==> src/rtl/axis_pattern_gen.sv <==
// rtl/axis_pattern_gen.sv - AXI4-Stream test-pattern source; optional LFSR pattern under AXIS_PATTERN_GEN_LFSR_EN
module axis_pattern_gen #(
    parameter int DATA_WIDTH = 32,
    parameter int KEEP_WIDTH = DATA_WIDTH / 8,
    parameter int LEN_WIDTH  = 16,
    parameter int PKT_WIDTH  = 16,
    parameter int GAP_WIDTH  = 8
) (
    input  logic                  clk,
    input  logic                  rst,
    input  logic                  start,
    input  logic                  stop,
    input  logic [LEN_WIDTH-1:0]  cfg_len,
    input  logic [PKT_WIDTH-1:0]  cfg_num_pkts,
    input  logic [GAP_WIDTH-1:0]  cfg_gap,
    input  logic [1:0]            cfg_mode,
    output logic                  m_axis_tvalid,
    input  logic                  m_axis_tready,
    output logic [DATA_WIDTH-1:0] m_axis_tdata,
    output logic [KEEP_WIDTH-1:0] m_axis_tkeep,
    output logic                  m_axis_tlast,
    output logic                  busy,
    output logic                  done,
    output logic [PKT_WIDTH-1:0]  pkt_count
);

    typedef enum logic [1:0] {
        IDLE = 2'd0,
        SEND = 2'd1,
        GAP  = 2'd2
    } state_t;

    state_t               state;
    logic [LEN_WIDTH-1:0] len_q;
    logic [PKT_WIDTH-1:0] num_q;
    logic [GAP_WIDTH-1:0] gap_q;
    logic [1:0]           mode_q;
    logic [LEN_WIDTH-1:0] beat_idx;
    logic [31:0]          run_cnt;
    logic [GAP_WIDTH-1:0] gap_cnt;
    logic                 stop_pend;

    logic                 accept;
    logic                 run_end;
    logic [LEN_WIDTH-1:0] beat_nxt;
    logic [PKT_WIDTH-1:0] pkt_nxt;

`ifdef AXIS_PATTERN_GEN_LFSR_EN
    logic [31:0] lfsr;

    // Right-shifting Galois form of x^32+x^22+x^2+x+1; taps land on bits 31, 21, 1, 0.
    function automatic logic [31:0] lfsr_step(input logic [31:0] cur);
        lfsr_step = cur[0] ? ((cur >> 1) ^ 32'h8020_0003) : (cur >> 1);
    endfunction
`endif

    assign accept   = m_axis_tvalid & m_axis_tready;
    assign beat_nxt = beat_idx + 1'b1;
    assign pkt_nxt  = pkt_count + 1'b1;
    assign run_end  = stop_pend | stop | ((num_q != '0) && (pkt_nxt == num_q));

    assign m_axis_tkeep = '1;

    // Pattern mux straight off the beat registers, so tdata cannot move while the beat is stalled.
    always_comb begin
        m_axis_tdata = DATA_WIDTH'(beat_idx);
        case (mode_q)
            2'd1: m_axis_tdata = DATA_WIDTH'(run_cnt);
`ifdef AXIS_PATTERN_GEN_LFSR_EN
            2'd2: m_axis_tdata = DATA_WIDTH'({lfsr, lfsr});
`else
            2'd2: m_axis_tdata = DATA_WIDTH'(run_cnt);
`endif
            default: m_axis_tdata = DATA_WIDTH'(beat_idx);
        endcase
    end

    // Run/packet/gap sequencer; all handshake and status outputs are registered here.
    always_ff @(posedge clk or posedge rst) begin
        if (rst) begin
            state         <= IDLE;
            len_q         <= '0;
            num_q         <= '0;
            gap_q         <= '0;
            mode_q        <= '0;
            beat_idx      <= '0;
            run_cnt       <= '0;
            gap_cnt       <= '0;
            stop_pend     <= 1'b0;
            m_axis_tvalid <= 1'b0;
            m_axis_tlast  <= 1'b0;
            busy          <= 1'b0;
            done          <= 1'b0;
            pkt_count     <= '0;
`ifdef AXIS_PATTERN_GEN_LFSR_EN
            lfsr          <= 32'h1;
`endif
        end else begin
            done <= 1'b0;
            case (state)
                IDLE: begin
                    // A coincident stop is simply not looked at here, so start wins.
                    if (start && (cfg_len != '0)) begin
                        len_q         <= cfg_len;
                        num_q         <= cfg_num_pkts;
                        gap_q         <= cfg_gap;
                        mode_q        <= cfg_mode;
                        beat_idx      <= '0;
                        run_cnt       <= '0;
                        pkt_count     <= '0;
                        stop_pend     <= 1'b0;
                        m_axis_tvalid <= 1'b1;
                        m_axis_tlast  <= (cfg_len == LEN_WIDTH'(1));
                        busy          <= 1'b1;
                        state         <= SEND;
`ifdef AXIS_PATTERN_GEN_LFSR_EN
                        lfsr          <= 32'h1;
`endif
                    end
                end
                SEND: begin
                    if (stop) begin
                        stop_pend <= 1'b1;
                    end
                    if (accept) begin
                        run_cnt <= run_cnt + 32'd1;
`ifdef AXIS_PATTERN_GEN_LFSR_EN
                        lfsr    <= lfsr_step(lfsr);
`endif
                        if (m_axis_tlast) begin
                            beat_idx  <= '0;
                            pkt_count <= pkt_nxt;
                            if (run_end) begin
                                state         <= IDLE;
                                m_axis_tvalid <= 1'b0;
                                m_axis_tlast  <= 1'b0;
                                busy          <= 1'b0;
                                done          <= 1'b1;
                                stop_pend     <= 1'b0;
                            end else if (gap_q == '0) begin
                                m_axis_tlast <= (len_q == LEN_WIDTH'(1));
                            end else begin
                                state         <= GAP;
                                m_axis_tvalid <= 1'b0;
                                m_axis_tlast  <= 1'b0;
                                gap_cnt       <= gap_q;
                            end
                        end else begin
                            beat_idx     <= beat_nxt;
                            m_axis_tlast <= (beat_nxt == (len_q - 1'b1));
                        end
                    end
                end
                GAP: begin
                    // Nothing is in flight during the gap, so a stop can end the run right away.
                    if (stop) begin
                        state     <= IDLE;
                        busy      <= 1'b0;
                        done      <= 1'b1;
                        stop_pend <= 1'b0;
                    end else if (gap_cnt == GAP_WIDTH'(1)) begin
                        state         <= SEND;
                        m_axis_tvalid <= 1'b1;
                        m_axis_tlast  <= (len_q == LEN_WIDTH'(1));
                    end else begin
                        gap_cnt <= gap_cnt - 1'b1;
                    end
                end
                default: begin
                    state         <= IDLE;
                    m_axis_tvalid <= 1'b0;
                    m_axis_tlast  <= 1'b0;
                    busy          <= 1'b0;
                end
            endcase
        end
    end

endmodule

==> config.mk <==
export PLATFORM = sky130hd
export DESIGN_NAME = axis_pattern_gen
export DESIGN_NICKNAME = d
export VERILOG_FILES = /design/src/rtl/axis_pattern_gen.sv
export SDC_FILE = /design/constraint.sdc
export NUM_CORES = 1
export LEC_CHECK = 0
export BUFFER_PORTS_ARGS = -buffer_cell sky130_fd_sc_hd__buf_2
export CAP_MARGIN = 20
export CORE_UTILIZATION = 54
export CTS_BUF_LIST = sky130_fd_sc_hd__clkbuf_4 sky130_fd_sc_hd__clkbuf_8
export CTS_CLUSTER_SIZE = 8
export DETAILED_ROUTE_END_ITERATION = 12
export GPL_ROUTABILITY_DRIVEN = 0
export PLACE_DENSITY = 0.9
export SYNTH_ARGS = -nofsm -noshare
export SYNTH_HDL_FRONTEND = slang
export SYNTH_SLANG_ARGS = --single-unit
==> constraint.sdc <==
create_clock -name clk -period 3.63 [get_ports clk]
set_clock_uncertainty 0.05 [all_clocks]
set_input_delay 0.363 -clock clk [delete_from_list [all_inputs] [get_ports clk]]
set_output_delay 0.363 -clock clk [all_outputs]
set_load 0.03 [all_outputs]
Yosys cells after proc, flatten, opt, wreduce, memory -nomap -nowiden
Cells that the tools add are included.
Storage, ports and cells
  flip-flop bits (word level): 121
  input bits: 47
  output and inout port bits: 56
  logic and storage cells: 120
Cells by class
  $add $sub $neg: 5
  equality and inequality tests: 21
  multiplexer cells: 58
  bitwise gates (word level): 3
  reductions and logical operators: 19
Operators with widths (count)
  32-bit 2-to-1 mux: 3
  16-bit 2-to-1 mux: 5
  16-bit one-hot mux with 2 select lines: 2
  32-bit one-hot mux with 2 select lines: 1
  8-bit 2-to-1 mux: 6
  16-bit by 1-bit adder with 16-bit output (second input constant): 2
  32-bit by 1-bit adder with 32-bit output (second input constant): 1
  16-bit by 1-bit == test with 1-bit output (second input constant): 2
  16-bit == test: 2
  16-bit nonzero test: 2
  1-bit 2-to-1 mux: 27
  2-bit != test (second input constant): 10
  8-bit one-hot mux with 2 select lines: 1
  16-bit by 1-bit subtractor with 16-bit output (second input constant): 1
  2-bit 2-to-1 mux: 7
  1-bit one-hot mux with 3 select lines: 4
  5-bit AND reduction: 2
  8-bit by 1-bit == test with 1-bit output (second input constant): 1
  8-bit logical NOT: 1
  4-bit AND reduction: 2
  8-bit by 1-bit subtractor with 8-bit output (second input constant): 1
  7-bit AND reduction: 1
  3-bit != test (second input constant): 2
  2-bit one-hot mux with 3 select lines: 1
  13 further kinds: 19

Logic depth before layout (Yosys ltp)
  word-level depth: 8
  depth in mapped cells: 11
  gate-level depth less buffers: 10

Worst setup path after synthesis
No wires, ideal clock.
  path type: flip-flop to flip-flop
  from: reg pkt_count[0]
  to: reg gap_cnt[3]
  library setup time: 0.134 ns
  arrival time: 2.654 ns
  data required time: 3.446 ns
  setup slack: 0.792 ns
  cell stages (with the launch flop): 10
  buffers on the path: 0
  period minus slack after synthesis: 2.838 ns
  cells stage by stage: dfrtp_1 -> ha_1 -> nand3_1 -> nor4_1 -> mux2_2 -> a311oi_2 -> nor4_4 -> or4_1 -> mux2i_1 -> a21oi_1
Between the ends
  cells in the longest elaborated chain, start to end: 6
RTL lines
  start: declaration: RTL line 24  | output logic [PKT_WIDTH-1:0] pkt_count
  start signal: assignment: RTL line 132  | pkt_count <= pkt_nxt;
  16-bit by 1-bit adder with 16-bit output: RTL line 59  | assign pkt_nxt = pkt_count + 1'b1;
  16-bit == test: RTL line 60  | assign run_end = stop_pend | stop | ((num_q != '0) && (pkt_nxt == num_q));
  1-bit logical AND: RTL line 60
  1-bit OR: RTL line 60
  2-bit != test (no line)
  7-bit AND reduction (no line)
  end signal: assignment: RTL line 146  | gap_cnt <= gap_q;
  end signal: assignment: RTL line 166  | gap_cnt <= gap_cnt - 1'b1;
  end: declaration: RTL line 40  | logic [GAP_WIDTH-1:0] gap_cnt;
No other way between the ends.
A chain may end at the register's enable or synchronous reset.

Worst setup path after layout
  from: reg pkt_count[3]
  to: reg gap_cnt[7]
Same word-level chain as after synthesis.

==> impl_metrics.toml <==
[outcome]
status = "finished, final reports clean"

[sta]
fmax_mhz = 331
finalSetupViolations = 0
finalCritPeriodShare_pct = 83.1
maxSlewViolCount = 0
final.min_clock_period_ps = 3020
rsz0062_at_grt = "false"
relSlewSlack_pct = 43.0
worstMarginPinSlew_ps = 856
fin_tns_setup_ps = 0
hold_viol = 0

[power]
swShare_pct = 39.4
p_per_area_nw_per_um2 = 707
p_total_uw = 6140
p_comb_share_pct = 41.6
power.leakage_uw = 0.00376
power_switching_uw = 2420
intPower_uw = 3720
seq_power_share_pct = 34.9
irDropWorstVdd_mv = 0.786
clkPwrFrac_pct = 23.4

[clocking]
ctsHoldBuffers = 0
clk_latency_ps = 440
cts_setup_buffers = 0
cts.sinks = 121
cts_tree = "built"
numCtsBuffers = 17
clock_path_buffers = 2
clkTransAtPathRegs_ps = 70
cts.repair.resized = 0
cts_root_buf = "clkbuf_8"
htreeDepth = 4

[worst_setup_path]
crit_type = "register to register"
critPathBufInv = 0
r2r_cells = 8
crit_arrival_ps = 3290
r2r_start = "pkt_count[3]$_DFFE_PP0P_"
cpPeakStageDelay_ps = 580
start_kind = "register"
crit_cells = 8
path_cells = "nand4_2 > nor4_1 > mux2_2 > a311oi_2 > nor4_4 > nor2_2 > mux2i_1 > nand3_1"
reg2reg_to = "gap_cnt[7]$_DFFE_PP0P_"
cp_top_family = "simple AND/OR/NAND/NOR gates"
cp_max_fo = 12
end_kind = "register"
regToRegSetupSlack_ps = 610
crit_required_ps = 3900
cpMaxStageDelayCell = "dfrtp_1"

[final_layout]
drive_gt1_share_pct = 26.0
fin_nets = 943
instances_no_fill = 1077
finish.utilization_pct = 62.8
diodes = 0
synthToLayoutAreaGrowth_pct = 14.1

[global_route]
grt_pass1_vias = 6067
grt_pass1_wl_um = 30100
grt-ovfl-total = 0
grt_max_degree = 70
antenna_found_initial = 0
gr-usage-all-layers_pct = 26.3

[synth]
ys_seq_elements = 121
synthTopCellsByArea = "dfrtp_1, mux2_2, xnor2_1"
netlist_area_um2 = 7620
synthArstFlopShare_pct = 100
yosysTopAreaCellShare_pct = 39.8
ys.flop_type = "dfrtp_1"
yosysUniqueCellTypes = 77
synth_top_cell_by_area = "dfrtp_1"
ys_warn_count = 0
ys_seq_area_share_pct = 39.8
synthesis.instances = 799
avgSynthCellArea_um2 = 9.53
synth_edf_count = 0

[die]
die_area_um2 = 14600
die_w_um = 121
start_util_pct = 55.1
rows = 43
die_h_um = 121
pin_count = 103
core_um2 = 13800

[min_path]
hp-class = "input port to asynchronous set/reset pin"

[drt]
wl_per_cell_um = 17.0
first_pass_iters = 7
drc = 0
drt-initial-drc-count = 684
drt_wl_total_um = 18400
avgViaCountPerCell = 6.08
vias = 6544
ant_nets = 0

[place]
port_buffers = 98
dpl.hpwl_um = 13100
dp_cells = 1044

[flow_run]
maxCapViolCount = 0
[state kept, by name, indices dropped and copies added (netlist names)]
| name | flops |
|---|---|
| beat_idx | 16 |
| busy | 1 |
| done | 1 |
| gap_cnt | 8 |
| gap_q | 8 |
| len_q | 16 |
| m_axis_tlast | 1 |
| m_axis_tvalid | 1 |
| mode_q | 2 |
| num_q | 16 |
| pkt_count | 16 |
| run_cnt | 32 |
| state | 2 |
| stop_pend | 1 |
[area by class of cell]
class | instances | area (um2)
clock inverter | 7 | 163
sequential | 121 | 3030
clock buffer | 24 | 312
fill | 1099 | 5140
inverter | 21 | 81.3
timing repair buffer | 109 | 601
tap | 180 | 225
multi-input combinational | 615 | 4280
[cell families (layout without fill, tap and decap cells)]
| logic type | count (synthesis) | after routing | synth area share, % |
|---|---|---|---|
| XOR/XNOR | 90 | 90 | 10.5 |
| flip-flops | 121 | 121 | 39.8 |
| buffers and inverters | 66 | 161 | 4.32 |
| AO/OA/AOI/OAI | 137 | 137 | 11.6 |
| AND/OR/NAND/NOR | 304 | 304 | 21.8 |
| other | 1 | 4 | 0.0492 |
| adder cells (fa/ha/maj) | 11 | 11 | 1.81 |
| multiplexers | 69 | 69 | 10.1 |
[worst max-delay path by stage]
| stage | end | from |
|---|---|---|
| after floorplan | beat_idx[0]$_DFFE_PP0P_ | rst |
| after global placement | gap_cnt[3]$_DFFE_PP0P_ | pkt_count[0]$_DFFE_PP0P_ |
| after detailed placement | busy$_DFFE_PP0P_ | pkt_count[0]$_DFFE_PP0P_ |
| after CTS | gap_cnt[7]$_DFFE_PP0P_ | pkt_count[3]$_DFFE_PP0P_ |
| after global routing | busy$_DFFE_PP0P_ | pkt_count[0]$_DFFE_PP0P_ |
| final | gap_cnt[7]$_DFFE_PP0P_ | pkt_count[3]$_DFFE_PP0P_ |
[layer usage]
layer  track usage, %  part of all wire [%]
met1             35.3                    44
met5                0                     0
met3             5.80                   6.5
met2             41.0                    47
met4             11.0                   2.6
[cells in the mapped netlist (5+ instances only)]
| master | number |
|---|---|
| a21oi_1 | 21 |
| a31oi_1 | 13 |
| and2_1 | 21 |
| and3_1 | 8 |
| and4_1 | 8 |
| buf_2 | 7 |
| buf_4 | 6 |
| clkbuf_1 | 25 |
| dfrtp_1 | 121 |
| ha_1 | 11 |
| inv_1 | 20 |
| mux2_2 | 60 |
| mux2i_1 | 8 |
| nand2_1 | 65 |
| nand3_1 | 41 |
| nand4_1 | 21 |
| nor2_1 | 60 |
| nor3_1 | 12 |
| nor4_1 | 21 |
| o21ai_0 | 51 |
| o31ai_1 | 17 |
| o41ai_1 | 5 |
| or3_1 | 6 |
| xnor2_1 | 46 |
| xor2_1 | 42 |
[metrics by stage]
step	area, um2	setup slack, ps	hold slack (ps)
after CTS	8660	658	65.4
after global placement	8190	791	450
after floorplan	7630	2.83	430
after global routing	8690	438	76.7
final	8690	612	59.6
after detailed placement	8190	723	447
[layout by cell type (no fill, tap or decap), types with 3 or more instances in the layout]
master and count:
nand3b_1 3, nand2_1 65, clkbuf_8 21, bufinv_16 5
nor2b_1 4, nor4_1 21, mux2i_1 8, nand2b_1 4
dfrtp_1 121, xor2_1 41, and3_1 8, clkbuf_4 3
o21ai_0 51, a31oi_1 13, nand4_1 21, xnor2_1 46
o22ai_1 4, o41ai_1 5, ha_1 11, mux2_2 60
inv_1 19, buf_2 98, conb_1 4, nor2_2 3
nor2_1 59, and4_1 8, and2_1 21, a21oi_1 21
o31ai_1 17, nand3_1 41, buf_4 8, nor3_1 12
o211ai_1 4, or3_1 6, or4_1 4
[power by group through the flow]
| stage | registers (uW) | logic [uW] | clock network, uW |
|---|---|---|---|
| 2_1_floorplan | 2070 | 1910 | 0 |
| 3_3_place_gp | 2130 | 2390 | 0 |
| 3_5_place_dp | 2150 | 2460 | 0 |
| 4_1_cts | 2130 | 2480 | 1460 |
| 5_1_grt | 2200 | 2770 | 1530 |
| 6_report | 2150 | 2560 | 1440 |
Power figures use the tool's default switching activity.
